### src/rtl/passthru_mc.sv
// -----------------------------------------------------------------------------
// passthru_mc
//   Multi-channel differential passthrough. Every rx line is synchronised into
//   fxclk and glitch-filtered. The filtered pairs drive the registered tx pins
//   under a run-time mode. Per channel, the block also keeps a sticky flag for
//   invalid (p == n) filtered states and a saturating count of rising edges on
//   the filtered positive line.
//
// Ports
//   fxclk     in   1            system clock
//   reset_n   in   1            synchronous, active-low reset
//   mode      in   2            0 PASS, 1 SWAP, 2 IDLE, 3 TEST (registered once)
//   err_clr   in   1            pulse: clear all rx_err bits
//   cnt_clr   in   1            pulse: clear all edge counters
//   rx_p      in   NCH          positive rx lines, asynchronous
//   rx_n      in   NCH          negative rx lines, asynchronous
//   tx_p      out  NCH          positive tx lines, registered
//   tx_n      out  NCH          negative tx lines, registered
//   rx_err    out  NCH          sticky invalid-state flag per channel
//   edge_cnt  out  NCH*CNT_W    rising-edge count, ch i at [i*CNT_W +: CNT_W]
// -----------------------------------------------------------------------------
module passthru_mc #(
    parameter int NCH         = 2,
    parameter int SYNC_STAGES = 2,
    parameter int FILT_LEN    = 3,
    parameter int CNT_W       = 10,
    parameter int DIV_W       = 10
) (
    input  logic                 fxclk,
    input  logic                 reset_n,
    input  logic [1:0]           mode,
    input  logic                 err_clr,
    input  logic                 cnt_clr,
    input  logic [NCH-1:0]       rx_p,
    input  logic [NCH-1:0]       rx_n,
    output logic [NCH-1:0]       tx_p,
    output logic [NCH-1:0]       tx_n,
    output logic [NCH-1:0]       rx_err,
    output logic [NCH*CNT_W-1:0] edge_cnt
);

    // p and n lines are handled as one vector of 2*NCH lines: p in the low
    // half, n in the high half.
    localparam int NL = 2 * NCH;
    localparam int CW = (FILT_LEN > 1) ? $clog2(FILT_LEN) : 1;

    typedef enum logic [1:0] {
        MODE_PASS = 2'd0,
        MODE_SWAP = 2'd1,
        MODE_IDLE = 2'd2,
        MODE_TEST = 2'd3
    } mode_t;

    logic [SYNC_STAGES-1:0][NL-1:0] sync;
    logic [NL-1:0]                  s;
    logic [NL-1:0]                  f;
    logic [NL-1:0]                  f_next;
    logic [NL-1:0][CW-1:0]          c;
    logic [NL-1:0][CW-1:0]          c_next;
    logic [NCH-1:0]                 f_p;
    logic [NCH-1:0]                 f_n;
    logic [NCH-1:0]                 rise;
    logic [NCH-1:0][CNT_W-1:0]      cnt;
    mode_t                          mreg;
    logic [DIV_W-1:0]               presc;
    logic                           tbit;
    logic [NCH-1:0]                 tx_p_d;
    logic [NCH-1:0]                 tx_n_d;

    assign s   = sync[SYNC_STAGES-1];
    assign f_p = f[NCH-1:0];
    assign f_n = f[NL-1:NCH];

    // Filter: a level change is accepted only after s has differed from f on
    // FILT_LEN consecutive edges; any agreement restarts the count.
    always_comb begin
        // NOTE: every output of a combinational block gets a default before
        // any branch, so no path leaves a value unassigned and no latch forms.
        f_next = f;
        c_next = '0;
        for (int i = 0; i < NL; i++) begin
            if (s[i] != f[i]) begin
                if (c[i] == CW'(FILT_LEN - 1)) begin
                    f_next[i] = s[i];
                end else begin
                    c_next[i] = c[i] + CW'(1);
                end
            end
        end
    end

    // The counter advances on the same edge the filtered p level rises.
    assign rise = ~f_p & f_next[NCH-1:0];

    always_comb begin
        tx_p_d = '0;
        tx_n_d = '0;
        case (mreg)
            MODE_PASS: begin tx_p_d = f_p;          tx_n_d = f_n;           end
            MODE_SWAP: begin tx_p_d = f_n;          tx_n_d = f_p;           end
            MODE_IDLE: begin tx_p_d = '0;           tx_n_d = '0;            end
            MODE_TEST: begin tx_p_d = {NCH{tbit}};  tx_n_d = {NCH{~tbit}};  end
            default:   begin tx_p_d = '0;           tx_n_d = '0;            end
        endcase
    end

    // NOTE: state is written with non-blocking assignments so every register
    // samples the pre-edge values, independent of statement order.
    always_ff @(posedge fxclk) begin
        if (!reset_n) begin
            // NOTE: the filter counters and edge counters are per-channel
            // arrays, yet all are cleared here so a reset mid-filter restarts
            // every channel from a known state.
            sync   <= '0;
            f      <= '0;
            c      <= '0;
            cnt    <= '0;
            rx_err <= '0;
            tx_p   <= '0;
            tx_n   <= '0;
            presc  <= '0;
            tbit   <= 1'b0;
            mreg   <= MODE_PASS;
        end else begin
            sync[0] <= {rx_n, rx_p};
            for (int k = 1; k < SYNC_STAGES; k++) begin
                sync[k] <= sync[k-1];
            end

            f <= f_next;
            c <= c_next;

            mreg <= mode_t'(mode);
            tx_p <= tx_p_d;
            tx_n <= tx_n_d;

            presc <= presc + DIV_W'(1);
            if (&presc) begin
                tbit <= ~tbit;
            end

            // A fresh fault outranks a clear issued in the same cycle.
            rx_err <= (rx_err & ~{NCH{err_clr}}) | (f_p ~^ f_n);

            for (int i = 0; i < NCH; i++) begin
                if (cnt_clr) begin
                    cnt[i] <= '0;
                end else if (rise[i] && !(&cnt[i])) begin
                    cnt[i] <= cnt[i] + CNT_W'(1);
                end
            end
        end
    end

    assign edge_cnt = cnt;

endmodule

### config.mk
export PLATFORM = sky130hd
export DESIGN_NAME = passthru_mc
export DESIGN_NICKNAME = d
export VERILOG_FILES = /design/src/rtl/passthru_mc.sv
export SDC_FILE = /design/constraint.sdc
export NUM_CORES = 1
export LEC_CHECK = 0
export CORE_MARGIN = 8
export CORE_UTILIZATION = 55
export CTS_CLUSTER_SIZE = 28
export DETAILED_ROUTE_END_ITERATION = 10
export GPL_TIMING_DRIVEN = 0
export PLACE_DENSITY = 0.89
export SLEW_MARGIN = 20
export SYNTH_ARGS = -nofsm -noshare
export SYNTH_HDL_FRONTEND = slang
export SYNTH_SLANG_ARGS = --single-unit
export TNS_END_PERCENT = 20
### constraint.sdc
create_clock -name fxclk -period 4.1 [get_ports fxclk]
set_input_delay 1.23 -clock fxclk [delete_from_list [all_inputs] [get_ports fxclk]]
set_output_delay 1.23 -clock fxclk [all_outputs]
set_load 0.03 [all_outputs]
Yosys cells after proc, flatten, opt, wreduce, memory -nomap -nowiden
Index checks and enable logic that the tools add are counted.
{ "totals": {"reg_bits": 59, "latchBits": 0, "ramBits": 0, "rom_bits": 0, "n_memories": 0} }
{ "classes": {"n_addsub": 7, "multipliers": 0, "div_mod_pow": 0, "order_cmp": 0, "n_eq_ne": 11, "n_shift": 0, "n_mux": 6, "bitwise_logic": 12, "n_reduce_logical": 15} }
{ "op_table": {"columns": ["op", "count"], "rows": [
  ["$add 10x1->10 const B", 3],
  ["$reduce_and 10->1", 3],
  ["$pmux 2 s4", 2],
  ["$eq 2x2->1 const B", 6],
  ["$reduce_or 3->1", 4],
  ["$add 2x1->2 const B", 4],
  ["$not 1->1", 6],
  ["$and 2x2->2", 2],
  ["$mux 1", 4],
  ["$ne 1x1->1", 4],
  ["$not 2->2", 2],
  ["$reduce_and 2->1", 2],
  ["$eq 2x1->1 const B", 1],
  ["$logic_and 1x1->1", 2],
  ["$logic_not 1->1", 2],
  ["$logic_not 2->1", 1],
  ["$or 2x2->2", 1],
  ["$reduce_or 2->1", 1],
  ["$xnor 2x2->2", 1]
]} }

Logic depth before layout (Yosys ltp)
Gate-level depths: netlist of the first run.
{ "logic_depth": {"depth_word": 5, "ltp_mapped": 7, "depth_no_buf": 6} }

Least setup slack after synthesis of the first run
Ideal clock, no wire load.
{ "synth_path": {"path_type": "input -> register", "start": "input port reset_n", "end": "register cnt (netlist bit edge_cnt[6])", "setup_time_ns": 0.074, "arrival_ns": 2.140, "required_time_ns": 4.026, "path_slack_ns": 1.885, "path_stages": 5, "path_buffers": 2, "path_cell_list": "clkbuf_1 -> nor2b_1 -> clkbuf_1 -> o21ai_0 -> a31oi_1"} }
{ "synth_via": {"elab_chain_len": 2} }
{ "synth_rtl": {"columns": ["element", "line_no", "text"], "rows": [
  ["start: declaration", "30", "input logic reset_n,"],
  ["$not 1->1 (no line)", null, null],
  ["$reduce_or 2->1 (no line)", null, null],
  ["end signal: indexed assignment", "149", "cnt[i] <= cnt[i] + CNT_W'(1);"],
  ["end: declaration", "63", "logic [NCH-1:0][CNT_W-1:0] cnt;"]
]} }
No other way between the ends.
A chain may end at the register's enable or synchronous reset.

Worst setup path in the final report of the first run
{ "layout_path": {"start": "register cnt (netlist bit edge_cnt[6])", "end": "output port edge_cnt[6]"} }
{ "layout_rtl": {"columns": ["element", "line_no", "text"], "rows": [
  ["end: declaration", "39", "output logic [NCH*CNT_W-1:0] edge_cnt"]
]} }
No word-level cell between the ends.

==> results of run 1 <==
==> final cells by class <==
class,count,area [um^2]
Fill cell,344,1290
Multi-Input combinational cell,185,1200
Sequential cell,59,1180
Timing Repair Buffer,34,340
Clock buffer,13,169
Tap cell,52,65.1
Buffer,8,38.8
Inverter,7,26.3
Clock inverter,2,10.0
==> worst min-delay path by stage <==
stage          startpoint  cells after the start    to
2_1_floorplan        c[4]                      1  c[4]
4_1_cts              c[2]                      1  c[2]
3_3_place_gp         c[4]                      1  c[4]
3_5_place_dp         c[0]                      1  c[0]
6_report             c[2]                      1  c[2]
5_1_grt           sync[2]                      1  s[2]
==> synth_stat cells, drive strengths merged (2+ instances only) <==
master	n	share of area
dfxtp	59	0.48
nand4	5	0.013
and3	5	0.013
buf	2	0.0066
xor2	10	0.036
mux2i	6	0.025
and4	2	0.0072
ha	7	0.036
a21oi	10	0.020
inv	7	0.011
nand3	15	0.031
nand2	15	0.023
or3	6	0.016
o21ai	14	0.029
a31oi	2	0.0051
o211ai	4	0.012
nand3b	6	0.023
clkbuf	6	0.0092
and2	19	0.049
o22ai	2	0.0051
or4	4	0.012
o21a	2	0.0061
o211a	2	0.0082
nor2b	12	0.031
o31ai	2	0.0061
nor3	4	0.0082
a21boi	3	0.0092
xnor2	5	0.018
nor2	14	0.021
==> cell families (layout without fill, tap and decap cells) <==
family                   after synthesis  in the layout  share of synthesized area
XOR/XNOR                              15             15                     0.0536
AO/OA/AOI/OAI                         45             45                      0.116
multiplexers                           6              6                     0.0245
AND/OR/NAND/NOR                      112            112                      0.261
flip-flops                            59             59                      0.482
buffers and inverters                 15             64                     0.0266
adder cells (fa/ha/maj)                7              7                     0.0357
==> sequential cells by signal (all words and copies together) (netlist names) <==
name	flops
rx_err	2
tx_n	2
f	4
tx_p	2
s	4
tbit	1
sync	4
mreg	2
presc	10
edge_cnt	20
c	8
==> power groups by stage <==
| stage | Sequential [uW] | Combinational (uW) | Clock, uW |
|---|---|---|---|
| after floorplan | 607 | 20.8 | 0 |
| after detailed placement | 604 | 43.1 | 0 |
| after CTS | 592 | 43.5 | 482 |
| after global routing | 593 | 47.5 | 505 |
| after global placement | 603 | 42.1 | 0 |
| final | 592 | 43.1 | 471 |
==> stage by stage <==
step | setup WS (ns) | hold WS [ns] | util | instances
floorplan | 1.89 | 0.392 | - | 259
global placement | 1.47 | 0.399 | 0.660 | 345
detailed placement | 1.46 | 0.405 | 0.660 | 345
CTS | 1.34 | 0.414 | 0.702 | 360
global route | 1.30 | 0.442 | 0.702 | 360
finish | 1.36 | 0.411 | 0.702 | 360
==> routing by layer <==
layer  vias to the layer above  global-route usage
met4                         0               0.109
met5                         -                   0
li1                       1010                   -
met3                        14              0.0411
met2                        54               0.252
met1                       910               0.169
==> results.tsv, run 1 <==
stage	metric	value	unit
min_path	hold_class	reg2reg	
sta	totalNegativeSetupSlack	0	ns
logic_synthesis	synthCells	259	
clocking	root_buffer	clkbuf_8	
setup_path	path_cells	clkdlybuf4s50_1	
logic_synthesis	ys.flop_type	dfxtp_1	
route	post-route-drc-count	0	
placed_design	place_area	2860	um^2
placed_design	routabilityCongestion	0.820	
die	start_util	0.567	
route	drt_first_pass_iters	5	
power	peakVddDrop	0.256	mV
clocking	cts_hold_buf	0	
power	comb_power_share	0.039	
power	switchingPower	236	uW
power	p_leak	0.00118	uW
setup_path	cp-endpoint	edge_cnt[6]	
route	wl_per_cell	13.6	um
sta	min_period	2.74	ns
die	ioPinCount	36	
finish	antenna_cells	0	
setup_path	r2r_cells	7	
setup_path	rrSetupSlack	2.45	ns
logic_synthesis	seq_area_frac_synth	0.482	
clocking	numCtsBuffers	9	
sta	fin_skew	0.00706	ns
placed_design	place_hpwl	3420	um
sta	worstMarginPinSlew	0.491	ns
power	power	1110	uW
setup_path	worstPathMaxFanout	7	
global_route	grt_usage	0.154	
finish	syn_to_final_growth	23.9	%
placed_design	port_buffers	34	
global_route	antenna_found_initial	0	
logic_synthesis	synthArstFlopShare	0	
power	internal_power	869	uW
setup_path	slowest_stage	clkdlybuf4s50_1	
finish	layout_commonest_cell	dfxtp_1	
power	swShare	0.214	
clocking	cts_setup_buffers	0	
power	pwr_density_cell	364	nW/um^2
route	wl_met3	315	um
setup_path	worstPathArrival	1.51	ns
finish	fin_area	3030	um^2
clocking	cts_tree	done	
route	ant_nets	0	
clocking	cts_sinks	59	
die	dieWidth	82.7	um
die	coreArea	4320	um^2
global_route	grt_pass1_vias	1898	
logic_synthesis	synth_edf_count	0	
logic_synthesis	ys_types	41	
die	dieHeight	82.7	um
sta	setup_violations	0	
sta	rsz0062_at_grt	false	
finish	final_cell_mix	59 x dfxtp_1, 34 x clkdlybuf4s50_1, 19 x and2_1	
clocking	cts.repair.resized	0	
global_route	grt_pass1_wl	8080	um
setup_path	critPathTopFamily	buffers and inverters	
run_status	outcome	finished clean	
power	pwr-share-seq	0.535	
die	die-area	6850	um^2
route	drt_iter0_drc	109	
route	via_per_inst	5.52	
clocking	cts-htree-levels	3	
clocking	clockBufferDepth	2	
route	met1Wirelength	2180	um
logic_synthesis	avgSynthCellArea	9.46	um^2
global_route	grt_max_degree	11	
setup_path	startpoint_type	flop	
finish	drive_gt1_frac	0.0649	
setup_path	worst_setup_path_end_kind	output port	
setup_path	cp.required	2.87	ns
die	rows	24	
route	routed.top_layer	met4	
clocking	clk-insertion-delay-late	0.33	ns
setup_path	crit_buf_inv	1	
setup_path	crit_type	reg2out	
logic_synthesis	syn_nets	276	
sta	report.final.slew_viol_count	0	
global_route	grt-ovfl-total	0	
route	routed_wl	4890	um
setup_path	worstReg2RegEnd	edge_cnt[14]	
setup_path	reg2reg_from	c[2]	
logic_synthesis	synth_area	2450	um^2
sta	maxSlewHeadroom	0.672	
sta	timing.final.crit_share	0.668	
route	wl_met2	2270	um
setup_path	cp_slowest_stage_delay	0.72	ns
route	vias	1988	
logic_synthesis	ys_ff_latch	59	
sta	fmax	365	MHz
power	p_clk_frac	0.426	
finish	nets	321	
clocking	clk_pin_slew_worst_paths	0.06	ns
sta	finalHoldViolCount	0	
run	maxCapViolations	0	
setup_path	cp.depth	1	
logic_synthesis	ys_warn_count	0	
setup_path	crit_start	edge_cnt[6]	
Note: power is estimated with default switching activity, not from simulation.
==> run 2: changes to the inputs <==
Settings changed: CORE_UTILIZATION 55 to 48, PLACE_DENSITY 0.89 to 0.83.
Clock period 4.1 ns to 2.3 ns, I/O delays scaled along.
==> run 2 against run 1 <==
  * Core utilization down 9.0 points
  * Non-clock buffer count is the same
  * Clock power increased by 90%
  * Critical path type unchanged
  * Via count is 2.9% lower
  * Flip-flop and latch count unchanged
  * Critical path depth unchanged
  * Die area grew 12%
  * Largest cell class unchanged
  * Combinational power up 74%
  * Routed wire length shrank 6.5%
  * Global-route usage down 2.4 points
==> results.tsv, run 2 (synthesized netlist as in run 1, its figures left out) <==
stage	metric	value	unit
placed_design	place_hpwl	3310	um
finish	final_cell_mix	59 x dfxtp_1, 34 x clkdlybuf4s50_1, 19 x and2_1	
setup_path	r2r_cells	7	
route	via_per_inst	5.09	
power	peakVddDrop	0.482	mV
sta	report.final.slew_viol_count	0	
finish	nets	321	
sta	finalHoldViolCount	0	
sta	setup_violations	0	
die	coreArea	5010	um^2
route	vias	1931	
min_path	min_path_cells	1	
clocking	clockBufferDepth	2	
sta	worstMarginPinSlew	0.452	ns
route	ant_nets	0	
clocking	cts_sinks	59	
power	p_leak	0.00118	uW
min_path	hold_end	c[0]	
sta	min_period	2.19	ns
die	die-area	7650	um^2
placed_design	port_buffers	34	
placed_design	dp.cells	363	
sta	timing.final.crit_share	0.953	
sta	fin_skew	0.00776	ns
route	wl_per_cell	12.1	um
clocking	root_buffer	clkbuf_8	
global_route	grt-ovfl-total	0	
min_path	hold_class	reg2reg	
finish	utilization	0.612	
die	rows	26	
clocking	cts_setup_buffers	0	
finish	fin_area	3070	um^2
setup_path	cp.required	1.61	ns
setup_path	worstPathMaxFanout	6	
die	ioPinCount	36	
global_route	grt_max_degree	11	
setup_path	reg2reg_from	c[2]	
placed_design	place_area	2880	um^2
setup_path	critPathTopFamily	buffers and inverters	
setup_path	worstReg2RegEnd	edge_cnt[14]	
setup_path	startpoint_type	flop	
sta	maxSlewHeadroom	0.699	
setup_path	crit_type	reg2out	
route	drt_first_pass_iters	4	
global_route	antenna_found_initial	0	
die	dieHeight	87.4	um
setup_path	path_cells	clkdlybuf4s50_1	
clocking	cts_hold_buf	0	
placed_design	routabilityCongestion	0.815	
clocking	clk_pin_slew_worst_paths	0.06	ns
min_path	hp-start	c[0]	
finish	antenna_cells	0	
setup_path	worst_setup_path_end_kind	output port	
clocking	cts.repair.resized	0	
clocking	cts-htree-levels	3	
route	drt_iter0_drc	67	
die	dieWidth	87.4	um
finish	syn_to_final_growth	25.1	%
clocking	cts_tree	done	
finish	layout_commonest_cell	dfxtp_1	
run	maxCapViolations	0	
die	start_util	0.489	
clocking	numCtsBuffers	9	
finish	instances_no_fill	379	
sta	fmax	456	MHz
finish	drive_gt1_frac	0.0583	
global_route	grt_usage	0.130	
setup_path	crit_buf_inv	1	
global_route	grt_pass1_wl	7660	um
setup_path	slowest_stage	clkdlybuf4s50_1	
setup_path	rrSetupSlack	0.64	ns
run_status	outcome	finished clean	
setup_path	cp_slowest_stage_delay	0.73	ns
finish	largest_register_ffs	20	
route	post-route-drc-count	0	
sta	rsz0062_at_grt	false	
clocking	clk-insertion-delay-late	0.33	ns
setup_path	worstPathArrival	1.50	ns
route	routed_wl	4570	um
sta	totalNegativeSetupSlack	0	ns
global_route	grt_pass1_vias	1780	
power	pwr_density_cell	661	nW/um^2
-- run 2: changes by cell type in the layout (fill, tap and decap cells not counted) --
cell	before	now
clkbuf_8	12	10
bufinv_16	0	1
clkbuf_1	7	10
clkinv_2	2	1
-- run 2: worst max path at each step --
stage	from	endpoint	slack, ns	cells past startpoint
after floorplan	reset_n	edge_cnt[6]	0.63	5
after detailed placement	cnt_clr	edge_cnt[16]	0.20	5
after global routing	edge_cnt[6]	edge_cnt[6]	0.06	1
after global placement	cnt_clr	edge_cnt[16]	0.21	5
after CTS	edge_cnt[0]	edge_cnt[0]	0.09	1
final	edge_cnt[0]	edge_cnt[0]	0.11	1
-- run 2: cell type report --
class                   instances  area [um^2]
repair buffers                 34          340
fillers                       446         1940
plain buffers                   8         38.8
well taps                      70         87.6
clock inverters                 2         35.0
clock buffers                  14          153
multi-input cells             185         1200
inverters                       7         26.3
flip-flops and latches         59         1180
-- run 2: through the flow --
stage,total power (uW),hold WS (ns),setup WS [ns]
after global routing,2100,0.427,0.0613
after global placement,1150,0.400,0.211
after detailed placement,1150,0.406,0.205
after floorplan,1120,0.392,0.625
after CTS,2050,0.414,0.0900
final,2030,0.412,0.108
-- run 2: metal layers --
metal / GRT usage / vias to the layer above / routed length (um) / part of all wire
li1: - / 1007 / - / -
met4: 0.0750 / 0 / 97 / 0.021
met3: 0.0528 / 12 / 347 / 0.076
met1: 0.143 / 865 / 2080 / 0.45
met2: 0.207 / 47 / 2050 / 0.45
met5: 0 / - / 0 / 0
-- run 2: power by group --
group | internal, uW | switching [uW] | leakage, uW
Sequential | 1040 | 12.7 | 0.000479
Clock | 530 | 367 | 0.0000947
Combinational | 38.2 | 36.9 | 0.000610
